`src/rtl/exalu_pkg.sv`:
```
// rtl/exalu_pkg.sv - shared state type and op encoding for the extended-ALU dispatcher
package exalu_pkg;

  typedef enum logic [1:0] {S_IDLE, S_ISSUE, S_WAIT, S_DONE} exalu_state_t;

  localparam int OP_NONE    = 0;
  localparam int OP_AES_ENC = 1;
  localparam int OP_AES_DEC = 2;

  // Op k drives unit k-1; callers gate the result with their own legality check.
  function automatic int op2unit(input int op);
    return op - 1;
  endfunction

endpackage

```
`src/rtl/exalu_timeout.sv`:
```
// rtl/exalu_timeout.sv - wait-cycle counter bounding how long a unit may stay busy
module exalu_timeout #(
  parameter int TIMEOUT = 64,
  localparam int CNT_W = $clog2(TIMEOUT)
) (
  input  logic             clock,
  input  logic             reset_n,
  input  logic             clear,
  input  logic             enable,
  output logic [CNT_W-1:0] count,
  output logic             expired
);

  assign expired = (count == CNT_W'(TIMEOUT - 1));

  always_ff @(posedge clock or negedge reset_n) begin
    if (!reset_n) begin
      count <= '0;
    end else if (clear) begin
      count <= '0;
    end else if (enable && !expired) begin
      count <= count + CNT_W'(1);
    end
  end

endmodule

```
`src/rtl/exalu_dispatch.sv`:
```
// rtl/exalu_dispatch.sv - EX-stage sequencer issuing one op at a time to iterative units
module exalu_dispatch
  import exalu_pkg::*;
#(
  parameter int DATA_W    = 256,
  parameter int UNIT_W    = 128,
  parameter int NUM_UNITS = 2,
  parameter int OP_W      = 3,
  parameter int TIMEOUT   = 64
) (
  input  logic                        clock,
  input  logic                        reset_n,
  input  logic                        valid,
  input  logic [OP_W-1:0]             alucontrol,
  input  logic [DATA_W-1:0]           D1,
  input  logic [DATA_W-1:0]           D2,
  output logic [DATA_W-1:0]           aluout,
  output logic                        busy,
  output logic                        error,
  output logic [NUM_UNITS-1:0]        unit_start,
  output logic [UNIT_W-1:0]           unit_a,
  output logic [UNIT_W-1:0]           unit_b,
  input  logic [NUM_UNITS-1:0]        unit_busy,
  input  logic [NUM_UNITS*UNIT_W-1:0] unit_result
);

  localparam int SEL_W = (NUM_UNITS > 1) ? $clog2(NUM_UNITS) : 1;
  localparam int CNT_W = $clog2(TIMEOUT);

  exalu_state_t     state, nextState;
  logic [SEL_W-1:0] sel, reqSel;
  logic             opLegal, opNone, accept, illegal, unitDone, timeoutHit;
  logic [CNT_W-1:0] waitCount;
  logic             expired;
  logic [UNIT_W-1:0] selResult;

  assign opNone  = (alucontrol == OP_W'(OP_NONE));
  assign opLegal = !opNone && (int'(alucontrol) <= NUM_UNITS);
  assign reqSel  = SEL_W'(op2unit(int'(alucontrol)));

  assign accept  = (state == S_IDLE) && valid && opLegal && !unit_busy[reqSel];
  assign illegal = (state == S_IDLE) && valid && !opLegal && !opNone;

  // A zero count marks the arming cycle, where the unit has not yet raised busy.
  assign unitDone   = (state == S_WAIT) && (waitCount != '0) && !unit_busy[sel];
  assign timeoutHit = (state == S_WAIT) && expired && !unitDone;
  assign selResult  = unit_result[sel*UNIT_W +: UNIT_W];

  exalu_timeout #(.TIMEOUT(TIMEOUT)) uTimeout (
    .clock   (clock),
    .reset_n (reset_n),
    .clear   (state == S_ISSUE),
    .enable  (state == S_WAIT),
    .count   (waitCount),
    .expired (expired)
  );

  always_ff @(posedge clock or negedge reset_n) begin
    if (!reset_n) state <= S_IDLE;
    else          state <= nextState;
  end

  always_comb begin
    nextState = state;
    case (state)
      S_IDLE:  if (accept) nextState = S_ISSUE;
      S_ISSUE: nextState = S_WAIT;
      S_WAIT:  if (unitDone || timeoutHit) nextState = S_DONE;
      S_DONE:  nextState = S_IDLE;
      default: nextState = S_IDLE;
    endcase
  end

  always_comb begin
    busy = 1'b0;
    case (state)
      S_IDLE:          busy = valid && opLegal;
      S_ISSUE, S_WAIT: busy = 1'b1;
      default:         busy = 1'b0;
    endcase
  end

  always_ff @(posedge clock or negedge reset_n) begin
    if (!reset_n) begin
      sel        <= '0;
      unit_a     <= '0;
      unit_b     <= '0;
      unit_start <= '0;
      error      <= 1'b0;
      aluout     <= '0;
    end else begin
      unit_start <= '0;
      error      <= 1'b0;
      if (accept) begin
        sel        <= reqSel;
        unit_a     <= D1[UNIT_W-1:0];
        unit_b     <= D2[UNIT_W-1:0];
        unit_start <= NUM_UNITS'(1) << reqSel;
      end
      if (illegal || timeoutHit) begin
        aluout <= '0;
        error  <= 1'b1;
      end
      if (unitDone) aluout <= DATA_W'(selResult);
    end
  end

  // Operand bits above the unit width are deliberately dropped.
  generate
    if (DATA_W > UNIT_W) begin : gUpper
      logic unusedUpper;
      assign unusedUpper = ^{D1[DATA_W-1:UNIT_W], D2[DATA_W-1:UNIT_W]};
    end
  endgenerate

endmodule

```
`config.mk`:
```
export PLATFORM = sky130hd
export DESIGN_NAME = exalu_dispatch
export DESIGN_NICKNAME = d
export VERILOG_FILES = /design/src/rtl/exalu_pkg.sv /design/src/rtl/exalu_timeout.sv /design/src/rtl/exalu_dispatch.sv
export SDC_FILE = /design/constraint.sdc
export NUM_CORES = 1
export LEC_CHECK = 0
export BUFFER_PORTS_ARGS = -buffer_cell sky130_fd_sc_hd__buf_2
export CAP_MARGIN = 5
export CORE_AREA = 2 2 509 511
export DETAILED_ROUTE_END_ITERATION = 6
export DIE_AREA = 0 0 511 513
export SLEW_MARGIN = 0
export SYNTH_ARGS = -nofsm -noshare
export SYNTH_HDL_FRONTEND = slang
export SYNTH_SLANG_ARGS = --single-unit
```
`constraint.sdc`:
```
create_clock -name clock -period 2.8 [get_ports clock]
set_input_delay 0.56 -clock clock [delete_from_list [all_inputs] [get_ports clock]]
set_output_delay 0.56 -clock clock [all_outputs]
set_load 0.02 [all_outputs]
```
==> flow_summary_export.csv, run 1 <==
group,metric,value,unit
status,status,"finished clean",
flow_run,drv_cap,0,
critical_path,rrSetupSlack,0.15,ns
sta,relSlewSlack,14.7,%
power,powerDensity,1110,nW/µm²
critical_path,crit_buf_inv,2,
critical_path,worstPathArrival,2.11,ns
critical_path,critPathMaxFanout,4,
floorplan,ios,1292,
logic_synthesis,synth_top_family_by_area,"multiplexers",
floorplan,die_h,513,µm
grt,grt_max_degree,97,
critical_path,reg2reg_depth,3,
grt,antenna_found_initial,131,
min_path,min_to,"unit_b[40]$_DFFE_PN0P_",
sta,fmax,374,MHz
placement,io_buffers,907,
clocking,cts_tree,"done",
power,power.switching_fraction,46.1,%
floorplan,die_w,511,µm
placement,gp_congestion,0.861,
sta,clock_skew,0.0652,ns
logic_synthesis,post_synth_num_cell_types,33,
routing,vias,14300,
clocking,cts.sinks,396,
critical_path,r2r-start,"sel$_DFFE_PN0P_",
sta,hold_slack,0.0899,ns
logic_synthesis,synthAdderAreaFrac,0.423,%
critical_path,crit_start,"state[0]$_DFFE_PN0P_",
logic_synthesis,synth_xor_area_share,0.296,%
critical_path,worst-endpoint-required,2.24,ns
power,irDropWorstVdd,0.000652,V
critical_path,crit_family,"flip-flops",
critical_path,slowest_delay,0.41,ns
logic_synthesis,syn_area_per_cell,15.2,µm²
clocking,numCtsBuffers,51,
routing,postRouteAntennaNets,0,
sta,finalCritPeriodShare,95.4,%
logic_synthesis,netlist_area,17800,µm²
routing,dr.pass1.iters,5,
floorplan,fp-row-count,186,
routing,wl_per_cell,23.3,µm
routing,drtIter0Drc,539,
min_path,hp-start,"D2[40]",
grt,grt_overflow,0,
sta,fin_crit,2.67,ns
clocking,path_clk_slew,0.06,ns
routing,drc_errors,0,
power,p_switching,15.0,mW
power,seqPwrFrac,30.2,%
sta,hold_viol,0,
floorplan,floorplan.initialDensity,6.93,%
grt,grt_pass1_vias,14800,
placement,dp_hpwl,116000,µm
clocking,cts_root_buf,"clkbuf_16",
clocking,htreeDepth,2,
critical_path,worstSetupPathType,"reg2out",
critical_path,end_kind,"output pin",
logic_synthesis,synth-compound-area-share,6.86,%
cells_and_area,drive_above_1_share,57.4,%
critical_path,cp_slowest_cell,"dfrtp_1",
min_path,min_path_cells,2,
logic_synthesis,postSynthCellCount,1166,
logic_synthesis,synth_seq_cells,396,
logic_synthesis,synthMuxAreaShare,27.8,%
power,p_int,17.6,mW
min_path,min_path_type,"in2reg",
grt,grt_pass1_wl,163000,µm
routing,viasPerCell,2.51,
clocking,cts_buffer_depth,3,
cells_and_area,fin_nets,3003,
cells_and_area,fin_util,11.4,%
power,clkPwrFrac,20.7,%
clocking,clkLatencyLatePin,0.72,ns
logic_synthesis,yosysSeqAreaShare,55.8,%
power,p_leak,14.1,nW
critical_path,timing.rr.end,"aluout[15]$_DFFE_PN0P_",
critical_path,startpoint_type,"register",
floorplan,core,256000,µm²
cells_and_area,syn_to_final_growth,64.6,%
floorplan,die_area,262000,µm²
logic_synthesis,ys_warn_count,0,
routing,wl,133000,µm
grt,grt_use_total,9.71,%
sta,drv_slew,0,
critical_path,worstPathCellList,"inv_1, ha_2, nand2_1, or3_1, a21oi_1, buf_4",
sta,worstMarginPinSlew,1.24,ns
logic_synthesis,synthSimpleGateAreaFrac,0.564,%
power,p_comb_share,49.1,%
sta,setup_viol,0,
[synth_stat cells (all sizes together)]
| master | number | area, µm² |
|---|---|---|
| ha | 6 | 75.1 |
| o311a | 1 | 10.0 |
| o22a | 1 | 8.76 |
| or2 | 1 | 6.26 |
| o21ai | 1 | 5.00 |
| clkbuf | 23 | 86.3 |
| inv | 6 | 22.5 |
| o311ai | 1 | 8.76 |
| o211ai | 3 | 22.5 |
| and3 | 3 | 18.8 |
| dfrtp | 396 | 9910 |
| xnor2 | 2 | 17.5 |
| mux2i | 131 | 1310 |
| nand3 | 2 | 10.0 |
| a2bb2oi | 1 | 8.76 |
| or3 | 1 | 6.26 |
| xor2 | 4 | 35.0 |
| a31o | 1 | 8.76 |
| a21o | 1 | 7.51 |
| a211oi | 1 | 7.51 |
| o2bb2ai | 128 | 1120 |
| conb | 1 | 3.75 |
| a21oi | 2 | 10.0 |
| nand2b | 1 | 6.26 |
| mux2 | 257 | 3630 |
| nor2 | 10 | 37.5 |
| buf | 178 | 1350 |
| nand2 | 2 | 7.51 |
| or4 | 1 | 7.51 |
[per-stage QoR]
stage                     area [µm²]  power [mW]  std cells  worst slack (ns)  TNS (ns)
after detailed placement       26200        26.1       5426             0.163         0
after floorplan                18200        17.8       1293             0.707         0
final                          29200        32.6       5695             0.129         0
after global placement         26200        25.9       5426             0.247         0
after CTS                      29100        33.5       5646           0.00278         0
after global routing           29200        34.6       5686          -0.00539  -0.00539
[area by class of cell]
class	count	area, µm²
clock buffers	72	1460
diodes	47	118
multi-input cells	690	6900
fillers	29300	227000
well taps	3384	4230
flip-flops and latches	396	9910
clock inverters	24	236
repair buffers	1076	6360
inverters	6	22.5
[cell families (layout without fill, tap and decap cells)]
logic type,after synthesis,in the layout
compound gates,141,141
xor+xnor,6,6
mux,388,388
other cells,1,175
flops,396,396
simple gates,21,21
buf+inv,207,1178
fa+ha+maj,6,6
[what timing repair did]
action | in CTS | in global routing
setup endpoints to repair | 0 | 1
gates resized for setup | 0 | 3
setup buffers | 0 | 2
hold buffers | 124 | 0
endpoints found under the hold margin | 158 | 0
[power by group through the flow]
stage / Combinational [mW] / Clock (mW) / Sequential, mW
after floorplan: 5.09 / 0 / 12.7
after global placement: 16.1 / 0 / 9.76
after detailed placement: 16.3 / 0 / 9.81
after CTS: 16.5 / 7.14 / 9.84
after global routing: 17.1 / 7.30 / 10.1
final: 16.0 / 6.74 / 9.85
[per-layer routing]
layer  global-route usage, %  wire length, µm  vias up
li1                        -                -     6101
met1                    11.1            52400     6810
met2                    14.5            55300     1031
met3                    5.24            16700      325
met4                    5.08             8320       16
met5                       0              101        -
[flip-flops by register name (all words and copies together) (netlist names)]
name,cells
aluout,128
unit_a,128
unit_b,128
uTimeout.count,6
state,2
unit_start,2
error,1
sel,1
[cell usage in the layout (no fill, tap or decap), drive strengths merged, types with 2 or more instances in the layout]
cell type and n:
clkinv 16, xnor2 2, buf 952, o211ai 3, nor2 10, conb 128, nand2 2, a21oi 2
nand3 2, xor2 4, clkinvlp 6, dfrtp 396, diode 47, mux2i 131, ha 6, o2bb2ai 128
dlygate4sd3 124, mux2 257, and3 3, clkbuf 72, inv 8
[how the worst max path moves through the flow]
stage,end,slack [ns],cells after the start
finish,busy,0.13,6
global route,busy,-0.005,6
floorplan,unit_a[0]$_DFFE_PN0P_,0.71,6
CTS,busy,0.003,6
detailed placement,aluout[11]$_DFFE_PN0P_,0.16,3
global placement,aluout[11]$_DFFE_PN0P_,0.25,3
Power figures use the tool's default switching activity.
==> run 2, diff against run 1 <==
--- a/config.mk
+++ b/config.mk
@@ -7,10 +7,10 @@
 export LEC_CHECK = 0
 export BUFFER_PORTS_ARGS = -buffer_cell sky130_fd_sc_hd__buf_2
 export CAP_MARGIN = 5
-export CORE_AREA = 2 2 509 511
+export CORE_AREA = 2 2 503 505
+export CTS_BUF_LIST = sky130_fd_sc_hd__clkbuf_4 sky130_fd_sc_hd__clkbuf_8
 export DETAILED_ROUTE_END_ITERATION = 6
-export DIE_AREA = 0 0 511 513
-export SLEW_MARGIN = 0
+export DIE_AREA = 0 0 505 507
 export SYNTH_ARGS = -nofsm -noshare
 export SYNTH_HDL_FRONTEND = slang
 export SYNTH_SLANG_ARGS = --single-unit
==> run 2 against run 1 <==
  * Die area is 2.3% lower
  * Largest cell class unchanged
  * Critical path depth unchanged
  * Sequential power about the same
  * Total power is 4.2% higher
==> flow_summary_export.csv, run 2 (same netlist as run 1, synthesis figures left out) <==
group,metric,value,unit
grt,grt_pass1_wl,167000,µm
clocking,clkLatencyLatePin,0.78,ns
sta,setup_viol,0,
cells_and_area,layout_common_cells,"buf_2, dfrtp_1, dlygate4sd3_1",
grt,grt_use_total,10.0,%
routing,wl,133000,µm
sta,timing.final.ws_setup,0.0327,ns
sta,fin_crit,2.77,ns
routing,postRouteAntennaNets,0,
clocking,cts_tree,"done",
routing,viasPerCell,2.60,
critical_path,cp_slowest_cell,"dlygate4sd3_1",
power,seqPwrFrac,29.0,%
placement,dp_hpwl,111000,µm
power,p_switching,15.1,mW
power,clkPwrFrac,23.1,%
power,powerDensity,1070,nW/µm²
critical_path,worstPathArrival,2.21,ns
sta,drv_slew,0,
floorplan,die_h,507,µm
power,p_leak,15.2,nW
power,p_comb_share,47.9,%
clocking,numCtsBuffers,84,
status,status,"finished clean",
critical_path,worstSetupPathType,"in2out",
power,power.switching_fraction,44.6,%
power,irDropWorstVdd,0.000559,V
clocking,cts_buffer_depth,3,
routing,vias,15400,
grt,grt_pass1_vias,16600,
cells_and_area,fin_util,12.7,%
floorplan,die_area,256000,µm²
cells_and_area,syn_to_final_growth,78.6,%
sta,relSlewSlack,49.9,%
placement,placed_area,26100,µm²
critical_path,worst-endpoint-required,2.24,ns
placement,dp.cells,5398,
floorplan,die_w,505,µm
routing,dr.pass1.iters,4,
clocking,htreeDepth,3,
critical_path,end_kind,"output pin",
clocking,cts_root_buf,"clkbuf_8",
cells_and_area,top_regs,"aluout (128), unit_a (128), unit_b (128)",
floorplan,core,250000,µm²
power,p_int,18.8,mW
sta,finalCritPeriodShare,98.8,%
cells_and_area,layout_commonest_cell,"buf_2",
grt,grt_overflow,0,
critical_path,slowest_delay,0.55,ns
floorplan,ios,1292,
sta,rsz0062_at_grt,"yes",
cells_and_area,drive_above_1_share,54.5,%
placement,dp_slack,0.0949,ns
critical_path,critPathMaxFanout,5,
flow_run,drv_cap,0,
clocking,path_clk_slew,0.06,ns
grt,grt_max_degree,86,
cells_and_area,final_cells,5943,
sta,fmax,361,MHz
power,finalPower,34.0,mW
cells_and_area,fill_cells,28300,
cells_and_area,fin_area,31700,µm²
routing,drtIter0Drc,522,
grt,antenna_found_initial,121,
sta,clock_skew,0.0459,ns
placement,gp_congestion,0.892,
critical_path,startpoint_type,"input pin",
sta,worstMarginPinSlew,0.752,ns
routing,drc_errors,0,
placement,io_buffers,907,
min_path,min_path_type,"in2reg",
sta,hold_viol,0,
cells_and_area,fin_nets,3256,
critical_path,worstPathCellList,"dlygate4sd3_1, buf_2, xnor2_1, or3_4, a21oi_2, buf_6",
floorplan,floorplan.initialDensity,7.09,%
clocking,cts.sinks,396,
floorplan,fp-row-count,184,
routing,wl_per_cell,22.4,µm
==> run 2: critical path: cells and delay by family <==
kind | cells | cell delay (ns)
AO/OA/AOI/OAI | 1 | 0.16
AND/OR/NAND/NOR | 1 | 0.38
XOR/XNOR | 1 | 0.17
buffers and inverters | 3 | 0.92
==> run 2: final cells by class <==
| cell class | count | area (µm²) | area share [%] |
|---|---|---|---|
| Tap cell | 3348 | 4190 | 13.2 |
| Antenna cell | 51 | 128 | 0.402 |
| Inverter | 6 | 22.5 | 0.0710 |
| Timing Repair Buffer | 1296 | 8470 | 26.7 |
| Clock inverter | 34 | 493 | 1.55 |
| Multi-Input combinational cell | 690 | 6920 | 21.8 |
| Sequential cell | 396 | 9910 | 31.3 |
| Clock buffer | 122 | 1570 | 4.96 |
==> run 2: power by group through the flow <==
stage | Combinational, mW | Clock, mW | Sequential (mW)
after floorplan | 5.09 | 0 | 12.7
after global placement | 16.0 | 0 | 9.80
after detailed placement | 16.1 | 0 | 9.83
after CTS | 16.8 | 8.30 | 9.85
after global routing | 17.5 | 8.47 | 10.2
final | 16.3 | 7.83 | 9.85
==> run 2: worst paths after layout <==
kind,startpoint,end,slack [ns],depth (start not counted)
max,alucontrol[0],busy,0.03,6
min,unit_result[111],aluout[111]$_DFFE_PN0P_,0.14,3
max reg2reg,sel$_DFFE_PN0P_,aluout[81]$_DFFE_PN0P_,0.51,4
min reg2reg,aluout[119]$_DFFE_PN0P_,aluout[119]$_DFFE_PN0P_,0.48,1
max in group asynchronous,reset_n,unit_a[114]$_DFFE_PN0P_,1.55,3
min in group asynchronous,reset_n,unit_a[22]$_DFFE_PN0P_,0.36,2
==> run 2: timing repair <==
action | 4_1_cts | 5_1_grt
hold endpoints to repair | 332 | 0
pin swaps | 1 | 2
setup buffers | 4 | 1
gates resized for setup | 8 | 2
endpoints found under the setup margin | 1 | 1
hold buffers | 333 | 0
==> run 2: stage by stage <==
stage               hold WS (ns)  setup TNS (ns)
floorplan                  0.264               0
global placement           0.467               0
detailed placement         0.469               0
CTS                    0.0000527         -0.0523
global route              0.0694         -0.0596
finish                     0.140               0
==> run 2: layer usage <==
layer | vias to the layer above | wire, µm | global-route usage [%]
li1 | 6643 | - | -
met1 | 7403 | 50700 | 10.9
met2 | 1041 | 58400 | 16.1
met3 | 335 | 16500 | 5.36
met4 | 20 | 7670 | 4.46
met5 | - | 138 | 0
==> run 3, diff against run 2 <==
--- a/config.mk
+++ b/config.mk
@@ -11,6 +11,7 @@
 export CTS_BUF_LIST = sky130_fd_sc_hd__clkbuf_4 sky130_fd_sc_hd__clkbuf_8
 export DETAILED_ROUTE_END_ITERATION = 6
 export DIE_AREA = 0 0 505 507
+export SETUP_SLACK_MARGIN = 0.5
 export SYNTH_ARGS = -nofsm -noshare
 export SYNTH_HDL_FRONTEND = slang
 export SYNTH_SLANG_ARGS = --single-unit
==> run 3 against run 2 <==
  * Worst hold slack lost 0.0069 ns
  * Routed wire length grew 0.63%
  * Utilization is 0.055 points higher
  * Global-route usage barely moved
  * Die area unchanged
  * Sequential power shrank 0.5%
==> flow_summary_export.csv, run 3 (same netlist as run 1, synthesis figures left out) <==
group,metric,value,unit
placement,dp_slack,0.0949,ns
routing,dr.pass1.iters,4,
sta,timing.final.ws_setup,0.111,ns
placement,placed_area,26100,µm²
grt,grt_max_degree,86,
sta,worstMarginPinSlew,0.752,ns
routing,vias,15500,
cells_and_area,top_regs,"aluout (128), unit_a (128), unit_b (128)",
power,finalPower,34.1,mW
cells_and_area,fill_cells,28300,
sta,rsz0062_at_grt,"yes",
routing,drc_errors,0,
critical_path,end_kind,"output pin",
floorplan,core,250000,µm²
routing,viasPerCell,2.60,
placement,dp_hpwl,111000,µm
flow_run,drv_cap,0,
cells_and_area,drive_above_1_share,54.7,%
grt,grt_pass1_wl,167000,µm
cells_and_area,layout_commonest_cell,"buf_2",
placement,io_buffers,907,
sta,clock_skew,0.0447,ns
cells_and_area,fin_area,31900,µm²
routing,drtIter0Drc,599,
grt,grt_pass1_vias,16700,
status,status,"finished clean",
grt,antenna_found_initial,116,
critical_path,worstPathArrival,2.13,ns
routing,wl_per_cell,22.6,µm
sta,setup_viol,0,
min_path,min_path_type,"in2reg",
floorplan,fp-row-count,184,
critical_path,worst-endpoint-required,2.24,ns
clocking,numCtsBuffers,84,
grt,grt_overflow,0,
power,powerDensity,1070,nW/µm²
sta,hold_viol,0,
sta,fin_crit,2.69,ns
sta,finalCritPeriodShare,96.0,%
power,irDropWorstVdd,0.000557,V
floorplan,die_h,507,µm
clocking,htreeDepth,3,
floorplan,die_area,256000,µm²
clocking,clkLatencyLatePin,0.78,ns
critical_path,critPathMaxFanout,3,
routing,wl_met2,59400,µm
critical_path,worstSetupPathType,"reg2out",
floorplan,floorplan.initialDensity,7.09,%
floorplan,ios,1292,
clocking,cts.sinks,396,
routing,dr_wl_met3,16200,µm
routing,postRouteAntennaNets,0,
power,p_leak,15.3,nW
placement,gp_congestion,0.892,
floorplan,die_w,505,µm
cells_and_area,layout_common_cells,"buf_2, dfrtp_1, dlygate4sd3_1",
clocking,cts_tree,"done",
sta,fmax,372,MHz
critical_path,startpoint_type,"register",
grt,grt_use_total,10.0,%
cells_and_area,syn_to_final_growth,79.3,%
cells_and_area,fin_util,12.7,%
clocking,cts_root_buf,"clkbuf_8",
routing,top_layer,"met5",
sta,drv_slew,0,
sta,relSlewSlack,49.9,%
clocking,path_clk_slew,0.06,ns
cells_and_area,fin_nets,3262,
routing,wl,134000,µm
clocking,cts_buffer_depth,3,
routing,wl_met1,51400,µm
## run 3: cell types whose count changed in the layout (fill, tap and decap cells not counted), moves of 2 or more
cell	before	now
buf_4	43	49
buf_2	905	900
clkbuf_16	0	2
diode_2	51	53
## run 3: where the power goes
| part | internal (mW) | leakage, nW | total [mW] | switching [mW] |
|---|---|---|---|---|
| Clock | 4.59 | 1.07 | 7.83 | 3.24 |
| Combinational | 6.01 | 9.17 | 16.5 | 10.4 |
| Sequential | 8.28 | 5.07 | 9.80 | 1.52 |
| Total | 18.9 | 15.3 | 34.1 | 15.2 |
## run 3: area by class of cell
type	count	area, µm²	share of cell area [%]
Tap cell	3348	4190	13.2
Antenna cell	53	133	0.416
Inverter	6	22.5	0.0707
Clock inverter	34	493	1.55
Timing Repair Buffer	1302	8600	27.0
Sequential cell	396	9910	31.1
Clock buffer	122	1570	4.94
Multi-Input combinational cell	690	6930	21.7
## run 3: timing repair
| item | in CTS | in global routing |
|---|---|---|
| resized for setup | 14 | 5 |
| endpoints found under the hold margin | 332 | 0 |
| endpoints found under the setup margin | 146 | 86 |
| hold buffers | 333 | 0 |
| pin swaps | 1 | 3 |
| gates cloned | 0 | 2 |
| buffers inserted | 4 | 5 |
## run 3: worst max-delay path: stages (launching register included)
cell and delay, ns:
dfrtp_1 0.40, inv_2 0.09, ha_4 0.15, nand2_4 0.05
or3_4 0.32, a21oi_2 0.16, buf_6 0.17
## run 3: path summary, 6_finish.rpt
path / depth (start not counted) / endpoint / startpoint / slack (ns)
max: 6 / busy / state[1]$_DFFE_PN0P_ / 0.11
max in group asynchronous: 3 / unit_a[114]$_DFFE_PN0P_ / reset_n / 1.55
max reg2reg: 7 / unit_a[107]$_DFFE_PN0P_ / state[1]$_DFFE_PN0P_ / 0.57
min: 2 / unit_start[1]$_DFF_PN0_ / alucontrol[0] / 0.13
min in group asynchronous: 2 / unit_a[22]$_DFFE_PN0P_ / reset_n / 0.36
min reg2reg: 1 / aluout[33]$_DFFE_PN0P_ / aluout[33]$_DFFE_PN0P_ / 0.48
## run 3: metal layers
| metal | vias up | GRT usage (%) |
|---|---|---|
| met4 | 18 | 4.32 |
| met3 | 341 | 5.38 |
| li1 | 6658 | - |
| met2 | 1072 | 16.1 |
| met1 | 7399 | 10.9 |
| met5 | - | 0 |
## run 3: stage by stage
| stage | cells | hold slack (ns) | TNS, ns |
|---|---|---|---|
| after floorplan | 1293 | 0.264 | 0 |
| after global placement | 5398 | 0.467 | 0 |
| after detailed placement | 5398 | 0.469 | 0 |
| after CTS | 5891 | 0.0000527 | -0.0523 |
| after global routing | 5922 | 0.0710 | -0.0644 |
| final | 5951 | 0.133 | 0 |
